**config.mk**
```make
export PLATFORM = sky130hd
export DESIGN_NAME = if_id_buffer
export DESIGN_NICKNAME = d
export VERILOG_FILES = /design/src/rtl/mips_pkg.sv /design/src/rtl/if_id_entry.sv /design/src/rtl/if_id_buffer.sv
export SDC_FILE = /design/constraint.sdc
export NUM_CORES = 1
export LEC_CHECK = 0
export ABC_AREA = 1
export CAP_MARGIN = 20
export CORE_UTILIZATION = 40
export CTS_CLUSTER_DIAMETER = 120
export CTS_CLUSTER_SIZE = 10
export DETAILED_ROUTE_END_ITERATION = 8
export PLACE_DENSITY = 0.67
export SLEW_MARGIN = 25
export SYNTH_ARGS = -nofsm -noshare
export SYNTH_HDL_FRONTEND = slang
export SYNTH_SLANG_ARGS = --single-unit
```
**constraint.sdc**
```tcl
create_clock -name clk -period 3 [get_ports clk]
set_input_delay 0.9 -clock clk [delete_from_list [all_inputs] [get_ports clk]]
set_output_delay 0.9 -clock clk [all_outputs]
set_load 0.01 [all_outputs]
```
**src/rtl/mips_pkg.sv**
```systemverilog
// Shared instruction-field geometry, buffer state encoding and entry layout.
// Latency: n/a (types and constants only).
// Backpressure: n/a.
package mips_pkg;

    localparam int INSTR_W    = 32;
    localparam int PC_W       = 32;
    localparam int OPCODE_W   = 6;
    localparam int REG_W      = 5;
    localparam int SHAMT_W    = 5;
    localparam int FUNCT_W    = 6;
    localparam int IMM_W      = 16;
    localparam int TARGET_W   = 26;

    localparam int OPCODE_LSB = 26;
    localparam int RS_LSB     = 21;
    localparam int RT_LSB     = 16;
    localparam int RD_LSB     = 11;
    localparam int SHAMT_LSB  = 6;
    localparam int FUNCT_LSB  = 0;
    localparam int IMM_LSB    = 0;
    localparam int TARGET_LSB = 0;

    typedef enum logic [1:0] {
        ST_EMPTY = 2'd0,
        ST_ONE   = 2'd1,
        ST_FULL  = 2'd2
    } buf_state_t;

    typedef struct packed {
        logic [INSTR_W-1:0] instr;
        logic [PC_W-1:0]    pc;
    } entry_t;

    // Sequential fetch address; wraps modulo 2^32.
    function automatic logic [PC_W-1:0] pc_next(input logic [PC_W-1:0] pc);
        return pc + 32'd4;
    endfunction

endpackage

```
**src/rtl/if_id_entry.sv**
```systemverilog
// One {instr, pc} holding register with load enable and synchronous clear.
// Latency: loaded value visible one cycle after load.
// Backpressure: none; retains value whenever load is low.
module if_id_entry
    import mips_pkg::*;
(
    input  logic   clk,
    input  logic   clr_n,
    input  logic   load,
    input  entry_t d,
    output entry_t q
);

    // Clear dominates load; otherwise capture on load, else hold.
    always_ff @(posedge clk) begin
        if (!clr_n) begin
            q <= '0;
        end else if (load) begin
            q <= d;
        end
    end

endmodule

```
**src/rtl/if_id_buffer.sv**
```systemverilog
// Two-entry skid buffer between fetch and decode, splitting the head instruction into fields.
// Latency: one cycle input-to-output from empty; fields are pure slices of the head register.
// Backpressure: in_ready depends only on registered state (low when both entries held); no out_ready->in_ready path.
module if_id_buffer
    import mips_pkg::*;
(
    input  logic                clk,
    input  logic                rst_n,
    input  logic                in_valid,
    output logic                in_ready,
    input  logic [INSTR_W-1:0]  in_instr,
    input  logic [PC_W-1:0]     in_pc,
    input  logic                flush,
    output logic                out_valid,
    input  logic                out_ready,
    output logic [OPCODE_W-1:0] opcode,
    output logic [REG_W-1:0]    rs,
    output logic [REG_W-1:0]    rt,
    output logic [REG_W-1:0]    rd,
    output logic [SHAMT_W-1:0]  shamt,
    output logic [FUNCT_W-1:0]  funct,
    output logic [IMM_W-1:0]    imm,
    output logic [TARGET_W-1:0] target,
    output logic [PC_W-1:0]     pc_plus4
);

    buf_state_t state, state_nxt;
    entry_t     head_q, skid_q, in_entry, head_d;
    logic       head_load, skid_load, head_from_skid;
    logic       in_fire, out_fire;

    assign in_entry  = '{instr: in_instr, pc: in_pc};
    assign in_ready  = (state == ST_EMPTY) || (state == ST_ONE);
    assign out_valid = (state == ST_ONE)   || (state == ST_FULL);
    assign in_fire   = in_valid && in_ready;
    assign out_fire  = out_valid && out_ready;
    assign head_d    = head_from_skid ? skid_q : in_entry;

    // State register; reset wins over flush and any transfer.
    always_ff @(posedge clk) begin
        if (!rst_n) begin
            state <= ST_EMPTY;
        end else begin
            state <= state_nxt;
        end
    end

    // Next state and register load steering; flush drops to EMPTY without loading anything.
    always_comb begin
        state_nxt      = state;
        head_load      = 1'b0;
        skid_load      = 1'b0;
        head_from_skid = 1'b0;
        if (flush) begin
            state_nxt = ST_EMPTY;
        end else begin
            case (state)
                ST_EMPTY: begin
                    if (in_fire) begin
                        state_nxt = ST_ONE;
                        head_load = 1'b1;
                    end
                end
                ST_ONE: begin
                    if (in_fire && out_fire) begin
                        head_load = 1'b1;
                    end else if (in_fire) begin
                        state_nxt = ST_FULL;
                        skid_load = 1'b1;
                    end else if (out_fire) begin
                        state_nxt = ST_EMPTY;
                    end
                end
                ST_FULL: begin
                    if (out_fire) begin
                        state_nxt      = ST_ONE;
                        head_load      = 1'b1;
                        head_from_skid = 1'b1;
                    end
                end
                default: state_nxt = ST_EMPTY;
            endcase
        end
    end

    if_id_entry u_head (
        .clk   (clk),
        .clr_n (rst_n),
        .load  (head_load),
        .d     (head_d),
        .q     (head_q)
    );

    if_id_entry u_skid (
        .clk   (clk),
        .clr_n (rst_n),
        .load  (skid_load),
        .d     (in_entry),
        .q     (skid_q)
    );

    // Decode fields come straight from the head register, so they stay put while stalled or empty.
    assign opcode   = head_q.instr[OPCODE_LSB +: OPCODE_W];
    assign rs       = head_q.instr[RS_LSB     +: REG_W];
    assign rt       = head_q.instr[RT_LSB     +: REG_W];
    assign rd       = head_q.instr[RD_LSB     +: REG_W];
    assign shamt    = head_q.instr[SHAMT_LSB  +: SHAMT_W];
    assign funct    = head_q.instr[FUNCT_LSB  +: FUNCT_W];
    assign imm      = head_q.instr[IMM_LSB    +: IMM_W];
    assign target   = head_q.instr[TARGET_LSB +: TARGET_W];
    assign pc_plus4 = pc_next(head_q.pc);

endmodule

```
==> Yosys cells after proc, flatten, opt, wreduce, memory -nomap -nowiden <==
Cells that the tools add are included.
{ "word_totals": {"register_bits": 130, "latch_bits": 0, "ram_bits": 0, "rom_bits": 0, "out_inout_bits": 108, "mem_count": 0} }
{ "classes": {"add_sub_neg": 1, "mul": 0, "n_div": 0, "magnitude_cmp": 0, "n_eq_ne": 6, "shifts": 0, "muxes": 17, "n_bitwise": 1, "reduce_logical": 8} }
{ "ops": {"columns": ["op", "count"], "rows": [
  ["$mux 64", 1],
  ["$add 32x3->32 const B", 1],
  ["$mux 2", 5],
  ["$mux 1", 9],
  ["$ne 2x2->1 const B", 3],
  ["$pmux 2 s3", 1],
  ["$reduce_and 4->1", 1],
  ["$logic_and 1x1->1", 3],
  ["$ne 3x3->1 const B", 1],
  ["$pmux 1 s3", 1],
  ["$eq 2x1->1 const B", 1],
  ["$eq 2x2->1 const B", 1],
  ["$logic_not 2->1", 1],
  ["$logic_or 1x1->1", 2],
  ["$reduce_or 2->1", 1],
  ["$not 1->1", 1]
]} }

==> Depth between registers and ports, before layout <==
{ "depth": {"word_depth": 7, "mapped_depth": 12} }

==> Cells and area by module <==
Synthesis repeated with hierarchy kept, for this count alone.
{ "hier_totals": {"cells_unflattened": 1295, "area_unflattened_um2": 7726.2} }
{ "by_module_without_submodules": {"columns": ["module", "n_inst", "cells_per_inst", "area_per_inst_um2", "seq_area_each_um2"], "rows": [
  ["if_id_entry", 2, 405, 2670.1, 1281.2],
  ["if_id_buffer", 1, 485, 2386.0, 40.0]
]} }

==> Worst setup path before layout <==
OpenSTA, ideal clock, no wires.
{ "synth_path": {"path_type": "reg2out", "startpoint": "reg u_head.q[2] (netlist bit)", "endpoint": "out pc_plus4[16]", "arrival_ns": 1.278, "path_slack_ns": 0.822, "path_stages_with_launch": 6, "n_path_buf": 0, "cell_sequence": "dfxtp_1 > ha_1 > nand3_1 > nor2_1 > nand3_1 > xor2_1"} }
{ "synth_via": {"elab_chain_len": 1} }
{ "synth_lines": {"columns": ["element", "line", "text"], "rows": [
  ["start: declaration", "if_id_entry.sv:11", "output entry_t q"],
  ["start signal: assignment", "if_id_entry.sv:17", "q <= '0;"],
  ["start signal: assignment", "if_id_entry.sv:19", "q <= d;"],
  ["$add 32x3->32", "mips_pkg.sv:37", "return pc + 32'd4;"],
  ["end: declaration", "if_id_buffer.sv:24", "output logic [PC_W-1:0] pc_plus4"]
]} }
No other way between the ends.

==> Final worst setup path <==
{ "layout_path": {"startpoint": "reg u_head.q[9] (netlist bit)", "endpoint": "out pc_plus4[23]"} }
Same word-level chain as after synthesis.

==> flow_metrics.py <==
metrics = {
    "placed_design": {
        "dpl.hpwl_um": 11850,
        "place_congestion": 0.9436,
        "portBuffers": 176,
    },
    "timing": {
        "slew_headroom": 0.6870,
        "drv_slew": 0,
        "period_minus_slack_ps": 2963,
        "clock-skew-final_ps": 5.913,
        "setup_viol": 0,
        "fmax_mhz": 337.5,
        "grt_setup_unrepaired": "true",
        "hold_violations": 0,
        "worstMarginPinSlew_ps": 469.5,
        "period_share": 0.9875,
    },
    "clock_tree": {
        "cts_tree": "done",
        "htreeDepth": 4,
        "numCtsBuffers": 17,
        "cts_hold_buf": 0,
        "cts_root_buf": "clkbuf_16",
        "cts.sinks": 130,
        "clock_path_buffers": 2,
        "clk_pin_slew_worst_paths_ps": 60,
        "clk-insertion-delay-late_ps": 410,
    },
    "critical_path": {
        "endpoint_kind": "primary output",
        "r2r_cells": 11,
        "timing.rr.end": "u_head.q[56]",
        "worstReg2RegStart": "state[0]",
        "crit_type": "flip-flop to primary output",
        "slowest_stage": "clkdlybuf4s50_1",
        "worst-path-buf-inv": 1,
        "cp_cell_sequence": "nand2_2 -> nor2_1 -> nand2_2 -> nor2_2 -> nand3_1 -> nand2_1 -> clkdlybuf4s50_1",
        "required_ps": 2100,
        "critPathLaunchType": "flip-flop",
        "cpPeakStageDelay_ps": 540,
        "cp_top_family": "simple AND/OR/NAND/NOR gates",
        "crit_top_cell": "nand2_2",
        "r2r_setup_slack_ps": 1020,
        "cp.arrival_ps": 2060,
        "cp_max_fo": 4,
    },
    "yosys": {
        "synthXorXnorAreaFrac": 0.01855,
        "synthesis.instances": 1118,
        "synth_cell_types": 15,
        "synth_top_family_by_area": "simple AND/OR/NAND/NOR gates",
        "synth_top_area_share": 0.3675,
        "synthArstFlopShare": 0,
        "ys_ff_latch": 130,
        "synth_edf_count": 0,
        "yosys-top-cells-area": "dfxtp_1, nand2_1, nor2_1, o21ai_0, buf_4",
        "yosys_most_used_dff": "dfxtp_1",
        "synth_fa_ha_area_frac": 0.01060,
        "synthSimpleGateAreaFrac": 0.2661,
        "avgSynthCellArea_um2": 6.334,
        "netlist_area_um2": 7082,
        "ys_warn_count": 0,
        "ys_seq_area_frac": 0.3675,
        "synth_compound_area_frac": 0.1382,
        "yosysTopAreaCell": "dfxtp_1",
        "syn_nets": 1193,
        "synth_mux_area_frac": 0,
    },
    "pwr": {
        "combPwrFrac": 0.175,
        "internal_power_mw": 3.594,
        "swShare": 0.2601,
        "clkPwrFrac": 0.430,
        "irDropWorstVdd_mv": 0.3945,
        "power.share.sequential": 0.395,
        "p_leak_nw": 4.171,
        "p_sw_mw": 1.264,
        "power_mw": 4.858,
        "power_density_nw_per_um2": 523.5,
    },
    "layout": {
        "nNetsFinal": 1272,
        "postLayoutCoreUtil": 0.5365,
        "fillers": 1744,
        "antennaDiodeCount": 0,
        "area_growth_pct": 31.04,
        "mostFrequentLayoutCells": "nand2_1, clkdlybuf4s50_1, nor2_1",
        "final_common_cell": "nand2_1",
        "drive_gt1_frac": 0.08512,
    },
    "run": {
        "drv_cap": 0,
    },
    "global_routing": {
        "grt_usage": 0.1932,
        "grt_pass1_wl_um": 27730,
        "antenna_found_initial": 1,
        "grt_max_degree": 103,
        "overflow": 0,
        "first_global_vias": 5767,
    },
    "route": {
        "totalWireLength_um": 17330,
        "dr.pass1.iters": 5,
        "wl_per_cell_um": 12.08,
        "drt_iter0_markers": 447,
        "drcViolationCount": 0,
        "num_vias": 6551,
        "ant_nets": 0,
        "via_per_inst": 4.565,
    },
    "hold_path": {
        "min_path_type": "flip-flop to flip-flop",
        "hold_path_depth": 2,
        "min_from": "u_skid.q[0]",
        "hold_end": "u_skid.q[0]",
    },
    "status": {
        "status": "finished, final reports clean",
    },
    "die": {
        "boundaryPins": 177,
        "die-area_um2": 18240,
        "rows": 48,
        "fp.dieW_um": 135.1,
        "start_util": 0.4094,
        "core_area_um2": 17300,
        "die_h_um": 135.1,
    },
}
[stage by stage]
step / instances / TNS, ps / cell area [µm²] / setup WS [ps] / hold slack (ps)
after floorplan: 1118 / 0 / 7082 / 822.5 / 424.5
after global placement: 1400 / 0 / 8474 / 300.9 / 431.8
after detailed placement: 1400 / 0 / 8474 / 243.0 / 437.8
after CTS: 1432 / -21.64 / 9125 / -21.64 / 445.9
after global routing: 1435 / -207.7 / 9280 / -67.83 / 453.2
final: 1435 / 0 / 9280 / 37.44 / 441.8
[registers in the layout, indices dropped and copies added (netlist names)]
register  count
state         2
u_head.q     64
u_skid.q     64
[synth_stat cells, types with 7 or more instances]
library cell,instances
nand2_1,293
nor2_1,183
inv_1,145
dfxtp_1,130
o21ai_0,129
buf_4,77
a21oi_1,65
clkbuf_1,25
buf_2,23
nand3_1,18
xor2_1,15
buf_6,7
[worst max-delay path by stage]
stage	from	endpoint	slack [ps]	cells past startpoint
6_report	u_head.q[9]	pc_plus4[23]	40	7
2_1_floorplan	u_head.q[2]	pc_plus4[16]	820	5
5_1_grt	u_head.q[10]	pc_plus4[23]	-70	7
3_3_place_gp	u_head.q[4]	pc_plus4[31]	300	7
4_1_cts	u_head.q[4]	pc_plus4[15]	-20	6
3_5_place_dp	u_head.q[4]	pc_plus4[15]	240	6
[layout make-up]
type	count	area, µm²	area share
clock buffers	23	498.0	0.05366
clock inverters	9	102.6	0.01106
inverters	145	544.3	0.05865
multi-input cells	711	3239	0.3491
flip-flops and latches	130	2628	0.2831
well taps	225	281.5	0.03034
repair buffers	192	1987	0.2141
[per-layer routing]
metal,part of all wire,global-route usage,vias to the layer above
met4,0.026,0.08177,0
li1,-,-,3484
met1,0.46,0.2459,2875
met5,0,0,-
met3,0.058,0.05143,31
met2,0.45,0.3076,161
[repair_timing]
item / CTS / global route
setup buffers: 0 / 3
endpoints found under the hold margin: 0 / 0
pin swaps: 0 / 3
gates resized for setup: 25 / 52
endpoints found under the setup margin: 24 / 20
[worst reg2reg max path, stage by stage (launching register included)]
cell     delay, ps
dfxtp_1        400
inv_1           90
ha_1           320
nand2_1        160
inv_1           80
nand2_1         60
nand2_1         80
nand2_4        190
buf_12         290
nand2_1        120
nand2_1         70
nor2_1          50
[power groups by stage]
stage,combinational (mW),clock (mW),sequential (mW)
floorplan,0.550,0,1.93
global placement,0.845,0,1.95
detailed placement,0.851,0,1.95
CTS,0.855,2.13,1.92
global route,0.943,2.21,1.93
finish,0.848,2.09,1.92
[logic make-up after synthesis]
| family | count (synthesis) |
|---|---|
| AO/OA/AOI/OAI | 195 |
| AND/OR/NAND/NOR | 495 |
| buffers and inverters | 277 |
| flip-flops | 130 |
| XOR/XNOR | 15 |
| adder cells (fa/ha/maj) | 6 |
Note: power is estimated with default switching activity, not from simulation.
